## src/rtl/cmd_credit_pool_pkg.sv

```systemverilog
// Shared definitions for the PSL command-credit pool.
// Contents:
//   PRIORITY_*       command-buffer indices; index 0 is the highest priority
//   NUM_CMD_BUFFERS  default channel count, one per command buffer
//   ARB_FIXED / ARB_ROUND_ROBIN  arbitration mode selectors
//   credit_cnt_t     credit counter type sized for the default pool
package cmd_credit_pool_pkg;

  localparam int PRIORITY_RESTART = 0;
  localparam int PRIORITY_WED     = 1;
  localparam int PRIORITY_WRITE   = 2;
  localparam int PRIORITY_PWRITE  = 3;
  localparam int PRIORITY_READ    = 4;
  localparam int PRIORITY_PREAD   = 5;

  localparam int NUM_CMD_BUFFERS  = PRIORITY_PREAD + 1;

  localparam int ARB_FIXED        = 0;
  localparam int ARB_ROUND_ROBIN  = 1;

  localparam int CREDITS_MAX_DEF  = 64;
  localparam int CREDIT_BITS_DEF  = $clog2(CREDITS_MAX_DEF + 1);

  typedef logic [0:CREDIT_BITS_DEF-1] credit_cnt_t;

endpackage

```

## src/rtl/cmd_credit_pool_arbiter.sv

```systemverilog
// credit_arbiter_rr: combinational one-hot picker.
// Ports:
//   elig_i     per-channel eligible vector
//   ptr_i      round-robin start index (ignored in fixed mode)
//   mode_i     0 = fixed priority (lowest index wins), 1 = round robin
//   win_o      one-hot winner
//   win_idx_o  winner index
//   win_vld_o  a winner exists
module credit_arbiter_rr #(
  parameter int N       = 6,
  parameter int CH_BITS = 3
) (
  input  logic [N-1:0]       elig_i,
  input  logic [CH_BITS-1:0] ptr_i,
  input  logic               mode_i,
  output logic [N-1:0]       win_o,
  output logic [CH_BITS-1:0] win_idx_o,
  output logic               win_vld_o
);

  int cand;

  always_comb begin
    win_o     = '0;
    win_idx_o = '0;
    win_vld_o = 1'b0;
    cand      = 0;
    // Scan N candidates starting at the pointer (or at 0 in fixed mode);
    // the first eligible one wins.
    for (int k = 0; k < N; k++) begin
      cand = mode_i ? ((int'(ptr_i) + k) % N) : k;
      if (!win_vld_o && elig_i[CH_BITS'(cand)]) begin
        win_vld_o              = 1'b1;
        win_idx_o              = CH_BITS'(cand);
        win_o[CH_BITS'(cand)]  = 1'b1;
      end
    end
  end

endmodule

```

## src/rtl/cmd_credit_pool.sv

```systemverilog
// cmd_credit_pool: shared command-credit pool for the AFU-Control command path.
// One pool, loaded from the PSL room value, serves NUM_CHANNELS command
// buffers, each with a guaranteed reserve of RESERVE credits.
// Ports:
//   clock, rstn          clock, asynchronous active-low reset
//   credit_init_valid    load pool (accepted only with nothing in flight)
//   credit_init_value    pool size, clamped to CREDITS_MAX
//   req                  per-channel level request for one credit
//   grant                registered one-hot pulse, consumes one credit
//   rsp_valid/channel    one credit returned for the given channel
//   credits_free         free credits
//   outstanding          per-channel in-flight counts, channel 0 low slice
//   err_return           sticky: return with nothing outstanding / bad channel
//   err_init             sticky: init attempted while credits in flight
module cmd_credit_pool
  import cmd_credit_pool_pkg::*;
#(
  parameter int NUM_CHANNELS = NUM_CMD_BUFFERS,
  parameter int CREDITS_MAX  = CREDITS_MAX_DEF,
  parameter int RESERVE      = 2,
  parameter int ARB_MODE     = ARB_FIXED,
  parameter int CREDIT_BITS  = $clog2(CREDITS_MAX + 1),
  parameter int CH_BITS      = $clog2(NUM_CHANNELS)
) (
  input  logic                              clock,
  input  logic                              rstn,
  input  logic                              credit_init_valid,
  input  logic [CREDIT_BITS-1:0]            credit_init_value,
  input  logic [NUM_CHANNELS-1:0]           req,
  output logic [NUM_CHANNELS-1:0]           grant,
  input  logic                              rsp_valid,
  input  logic [CH_BITS-1:0]                rsp_channel,
  output logic [CREDIT_BITS-1:0]            credits_free,
  output logic [NUM_CHANNELS*CREDIT_BITS-1:0] outstanding,
  output logic                              err_return,
  output logic                              err_init
);

  if (CREDITS_MAX > 64) begin : g_chk_max
    $error("cmd_credit_pool: CREDITS_MAX must not exceed 64");
  end
  if (NUM_CHANNELS * RESERVE > CREDITS_MAX) begin : g_chk_res
    $error("cmd_credit_pool: NUM_CHANNELS*RESERVE exceeds CREDITS_MAX");
  end

  localparam logic [CREDIT_BITS-1:0] RES_C   = CREDIT_BITS'(RESERVE);
  localparam logic [CREDIT_BITS-1:0] MAX_C   = CREDIT_BITS'(CREDITS_MAX);
  localparam logic [CREDIT_BITS-1:0] ONE_C   = CREDIT_BITS'(1);
  localparam logic [CH_BITS-1:0]     LAST_CH = CH_BITS'(NUM_CHANNELS - 1);
  localparam logic [CH_BITS-1:0]     CH_ONE  = CH_BITS'(1);

  function automatic logic [CREDIT_BITS-1:0] clamp_pool(input logic [CREDIT_BITS-1:0] v);
    return (v > MAX_C) ? MAX_C : v;
  endfunction

  logic [CREDIT_BITS-1:0]  free_q, free_d;
  logic [CREDIT_BITS-1:0]  out_q [NUM_CHANNELS];
  logic [CREDIT_BITS-1:0]  out_d [NUM_CHANNELS];
  logic [NUM_CHANNELS-1:0] grant_q, grant_d;
  logic [CH_BITS-1:0]      ptr_q, ptr_d;
  logic                    err_ret_q, err_ret_d;
  logic                    err_init_q, err_init_d;

  logic [CREDIT_BITS-1:0]  unmet;
  logic                    shared_avail;
  logic                    any_out;
  logic [NUM_CHANNELS-1:0] elig;
  logic [NUM_CHANNELS-1:0] win;
  logic [CH_BITS-1:0]      win_idx;
  logic                    win_vld;
  logic                    init_accept;
  logic                    do_grant;
  logic                    ret_ok;
  logic                    g_hit;
  logic                    r_hit;

  // Reserve accounting: credits still owed to channels below their reserve
  // are fenced off; only the excess is shared.
  always_comb begin
    unmet   = '0;
    any_out = 1'b0;
    for (int c = 0; c < NUM_CHANNELS; c++) begin
      if (out_q[c] < RES_C) unmet = unmet + (RES_C - out_q[c]);
      if (out_q[c] != '0)   any_out = 1'b1;
    end
    shared_avail = (free_q > unmet);
    // A channel's own grant pulse masks it, so a held request is served
    // at most every other cycle.
    for (int c = 0; c < NUM_CHANNELS; c++) begin
      elig[c] = req[c] && (free_q != '0) && !grant_q[c] &&
                ((out_q[c] < RES_C) || shared_avail);
    end
  end

  credit_arbiter_rr #(
    .N       (NUM_CHANNELS),
    .CH_BITS (CH_BITS)
  ) u_arb (
    .elig_i    (elig),
    .ptr_i     (ptr_q),
    .mode_i    (ARB_MODE == ARB_ROUND_ROBIN),
    .win_o     (win),
    .win_idx_o (win_idx),
    .win_vld_o (win_vld)
  );

  always_comb begin
    free_d      = free_q;
    out_d       = out_q;
    grant_d     = '0;
    ptr_d       = ptr_q;
    err_ret_d   = err_ret_q;
    err_init_d  = err_init_q;
    ret_ok      = 1'b0;
    g_hit       = 1'b0;
    r_hit       = 1'b0;

    // Init wins over grant; a rejected init leaves traffic untouched.
    init_accept = credit_init_valid && !any_out;
    if (credit_init_valid && any_out) err_init_d = 1'b1;
    do_grant    = win_vld && !init_accept;

    // Out-of-range channels never match, so they fall through to the error.
    if (rsp_valid) begin
      for (int c = 0; c < NUM_CHANNELS; c++) begin
        if (rsp_channel == CH_BITS'(c) && out_q[c] != '0) ret_ok = 1'b1;
      end
      if (!ret_ok) err_ret_d = 1'b1;
    end

    if (init_accept) begin
      free_d = clamp_pool(credit_init_value);
    end else if (do_grant && !ret_ok) begin
      free_d = free_q - ONE_C;
    end else if (ret_ok && !do_grant) begin
      free_d = free_q + ONE_C;
    end

    for (int c = 0; c < NUM_CHANNELS; c++) begin
      g_hit = do_grant && win[c];
      r_hit = ret_ok && (rsp_channel == CH_BITS'(c));
      if (g_hit && !r_hit)      out_d[c] = out_q[c] + ONE_C;
      else if (r_hit && !g_hit) out_d[c] = out_q[c] - ONE_C;
    end

    if (do_grant) begin
      grant_d = win;
      if (ARB_MODE == ARB_ROUND_ROBIN) ptr_d = (win_idx == LAST_CH) ? '0 : win_idx + CH_ONE;
    end
  end

  always_ff @(posedge clock or negedge rstn) begin
    if (!rstn) begin
      free_q     <= '0;
      grant_q    <= '0;
      ptr_q      <= '0;
      err_ret_q  <= 1'b0;
      err_init_q <= 1'b0;
      for (int c = 0; c < NUM_CHANNELS; c++) out_q[c] <= '0;
    end else begin
      free_q     <= free_d;
      grant_q    <= grant_d;
      ptr_q      <= ptr_d;
      err_ret_q  <= err_ret_d;
      err_init_q <= err_init_d;
      for (int c = 0; c < NUM_CHANNELS; c++) out_q[c] <= out_d[c];
    end
  end

  assign grant        = grant_q;
  assign credits_free = free_q;
  assign err_return   = err_ret_q;
  assign err_init     = err_init_q;

  for (genvar c = 0; c < NUM_CHANNELS; c++) begin : g_out
    assign outstanding[c*CREDIT_BITS +: CREDIT_BITS] = out_q[c];
  end

endmodule
```

## config.mk

```make
export PLATFORM = sky130hd
export DESIGN_NAME = cmd_credit_pool
export DESIGN_NICKNAME = d
export VERILOG_FILES = /design/src/rtl/cmd_credit_pool_pkg.sv /design/src/rtl/cmd_credit_pool_arbiter.sv /design/src/rtl/cmd_credit_pool.sv
export SDC_FILE = /design/constraint.sdc
export NUM_CORES = 1
export LEC_CHECK = 0
export ABC_AREA = 1
export BUFFER_PORTS_ARGS = -buffer_cell sky130_fd_sc_hd__buf_2
export CELL_PAD_IN_SITES_DETAIL_PLACEMENT = 2
export CELL_PAD_IN_SITES_GLOBAL_PLACEMENT = 2
export CORE_UTILIZATION = 25
export DETAILED_ROUTE_END_ITERATION = 6
export MAX_ROUTING_LAYER = met4
export PLACE_DENSITY_LB_ADDON = 0.1
export SLEW_MARGIN = 20
export SYNTH_ARGS = -nofsm -noshare
export SYNTH_HDL_FRONTEND = slang
export SYNTH_SLANG_ARGS = --single-unit
```

## constraint.sdc

```tcl
create_clock -name clock -period 28.6 [get_ports clock]
set_input_delay 0 -clock clock [delete_from_list [all_inputs] [get_ports clock]]
set_output_delay 0 -clock clock [all_outputs]
set_load 0.005 [all_outputs]
```

==> impl_metrics.csv <==
group,metric,value,unit
synth,synth_seq_cells,55,
critical_path,crit_type,"reg2reg",
timing,clock.fmax,78.85,MHz
timing,setup_viol,0,
synth,ys.flop_type,"dfrtp_1",
timing,slew_viol_final,0,
die,fp.dieArea,24540,um^2
timing,tightest_slew,824.4,ps
min_path,min_path_type,"in2reg",
die,start_util,0.2547,
critical_path,arrival,12880,ps
timing,timing.final.hold_violations,0,
finish,multi_input_area,4081,um^2
critical_path,crit_fanout,9,
global_route,use_met1,0.2047,
timing,post-route-period-util,0.4434,
power_and_ir_drop,powerDensity,137.2,nW/um^2
global_route,grt_max_degree,56,
synth,synth_area,5978,um^2
finish,drive_gt1_frac,0.1771,
flow_run,max_cap_violations,0,
critical_path,crit_slowest_cell,"a2111oi_0",
synth,ys_types,53,
synth,synth_top_area_frac,0.2302,
critical_path,crit_top_cell,"ha_1",
synth,yosysWarnings,0,
global_route,grtUsageTotal,0.1721,
critical_path,cp.required,28790,ps
timing,rsz0062_at_grt,"no",
clocking,tritoncts,"yes",
clocking,clk_pin_slew,100,ps
finish,seq_area,1376,um^2
detailed_routing,dr.pass1.iters,4,
power_and_ir_drop,power.leakage,3.688,nW
clocking,clockBufferDepth,2,
detailed_routing,wl_per_cell,16.36,um
detailed_routing,vias,5428,
synth,syn_area_per_cell,7.520,um^2
die,die_h,156.6,um
synth,synth-edff-count,0,
placement,dp.cells,1184,
finish,area_growth,15.28,%
global_route,grt_pass1_wl,31520,um
detailed_routing,routed_via_density,4.546,
synth,synth-seq-area-share,0.2302,
placement,io_buffer_count,72,
detailed_routing,drtAntennaViolNets,0,
synth,yosys.area.top_type,"dfrtp_1",
clocking,worstSkewPairLatency,320,ps
critical_path,critPathLaunchType,"flip-flop",
finish,fin_area,6892,um^2
global_route,grt_pass1_vias,5970,
finish,fillCellCount,2759,
detailed_routing,drc_errors,0,
die,fp.coreArea,23470,um^2
timing,tns,0,ps
global_route,gr-usage-met2,0.3131,
synth,netlist_top_cells_area,"dfrtp_1, ha_1, nand2_1",
detailed_routing,drtIter0Drc,111,
detailed_routing,detail_route.wirelength,19530,um
die,ios,77,
critical_path,critPathMaxStageDelay,720,ps
finish,instances_no_fill,1194,
global_route,antenna_found_initial,0,
finish,antenna_cells,0,
placement,gp_congestion,0.7773,
timing,fin_crit,12680,ps
die,die_w,156.6,um
placement,dp_hpwl,16570,um
clocking,cts-root-buf,"clkbuf_16",
synth,synth-async-reset-ratio,1.000,
clocking,h-tree-depth,2,
run_status,outcome,"complete, no violations",
critical_path,crit_path_end_kind,"flip-flop",
global_route,grt_overflow,0,
synth,synth_cells,795,
timing,timing.slew.headroom,0.4362,
placement,placed_area,6718,um^2
global_route,use_met3,0.02188,
power_and_ir_drop,vdd_drop_max,0.03677,mV
timing,fin_skew,16.43,ps
global_route,globalRoute.busiestLayer,"met2",
clocking,cts_inserted_buffers,5,
finish,fin_nets,1001,
clocking,cts.sink_count,55,
die,rows,56,
[registers in the layout, indices dropped and copies added (netlist names)]
| name | cells |
|---|---|
| err_init | 1 |
| outstanding | 42 |
| err_return | 1 |
| credits_free | 7 |
| grant | 4 |
[metal layers]
metal / routed length, um / part of all wire
met1: 8870 / 0.45
met2: 10090 / 0.52
met3: 448 / 0.023
met4: 125 / 0.0064
met5: 0 / 0
[where the power goes]
part	total (mW)	internal [mW]	leakage [nW]	switching, mW
Clock	0.0698	0.0337	0.0759	0.0361
Combinational	0.708	0.276	2.97	0.432
Sequential	0.168	0.115	0.646	0.0530
[cells by family (layout without fill, tap and decap cells)]
logic type,count (synthesis),in the layout,share of synthesized area
AND/OR/NAND/NOR,330,330,0.2708
buffers and inverters,136,213,0.08895
AO/OA/AOI/OAI,131,131,0.1216
adder cells (fa/ha/maj),107,107,0.2365
flip-flops,55,55,0.2302
XOR/XNOR,35,35,0.05128
other,1,4,0.0006273
[stage by stage]
step                      power (mW)    util  setup WS (ps)  hold WS (ps)
after detailed placement      0.8945  0.2862          15650         266.1
after CTS                     0.9729  0.2936          15550         8.725
after global placement        0.8450  0.2862          15940         245.4
after global routing           1.076  0.2936          14770         42.39
final                         0.9456  0.2936          15920         8.739
after floorplan               0.6745       -          18420        -295.6
[layout by cell type, fill, tap and decap left out, types with 9 or more instances in the layout]
cell type | netlist | routed
nor2_2 | 9 | 9
ha_1 | 97 | 97
a21oi_1 | 49 | 49
nand2_2 | 10 | 10
dfrtp_1 | 55 | 55
nand2_1 | 162 | 162
nor2_1 | 59 | 59
xnor2_1 | 14 | 14
buf_2 | 1 | 72
inv_2 | 11 | 11
fa_1 | 10 | 10
xor2_1 | 21 | 21
o21ai_0 | 52 | 52
inv_1 | 118 | 118
nand3_1 | 34 | 34
or2_2 | 10 | 10
[final timing paths]
check / startpoint / endpoint / slack [ps] / cells after the start
max: outstanding[0]$_DFFE_PN0P_ / outstanding[27]$_DFFE_PN0P_ / 15920 / 63
min: credit_init_value[0] / credits_free[0]$_DFFE_PN0P_ / 9 / 3
max reg2reg: outstanding[0]$_DFFE_PN0P_ / outstanding[27]$_DFFE_PN0P_ / 15920 / 63
min reg2reg: err_return$_DFFE_PN0P_ / err_return$_DFFE_PN0P_ / 470 / 1
max in group asynchronous: rstn / outstanding[16]$_DFFE_PN0P_ / 27640 / 3
min in group asynchronous: rstn / outstanding[39]$_DFFE_PN0P_ / 400 / 3
[cells in the mapped netlist (all sizes together) (2+ instances only)]
master / count
nand4: 8
a31oi: 7
ha: 97
clkbuf: 2
xor2: 21
nor2: 73
nand3b: 6
inv: 130
a21oi: 52
nor3b: 2
nor3: 12
nand3: 38
o21ai: 64
fa: 10
buf: 4
or2: 11
dfrtp: 55
xnor2: 14
nand2: 177
[cell type report]
cell class / count / share of cell area
clock buffers: 5 / 0.01816
clock inverters: 3 / 0.004176
inverters: 130 / 0.07153
multi-input cells: 607 / 0.5922
flip-flops and latches: 55 / 0.1997
well taps: 319 / 0.05792
repair buffers: 75 / 0.05628
[what timing repair did]
action | CTS | global route
hold buffers | 2 | 0
setup buffers | 0 | 0
gates resized for setup | 0 | 0
hold endpoints to repair | 56 | 0
[critical path: cells and delay by family, from the launching register on]
family                   cells  cell delay, ps
AO/OA/AOI/OAI               11            2950
AND/OR/NAND/NOR             23            2640
adder cells (fa/ha/maj)     15            4720
buffers and inverters        9             740
flip-flops                   1             560
XOR/XNOR                     5             930
(Power assumes the default switching activity.)
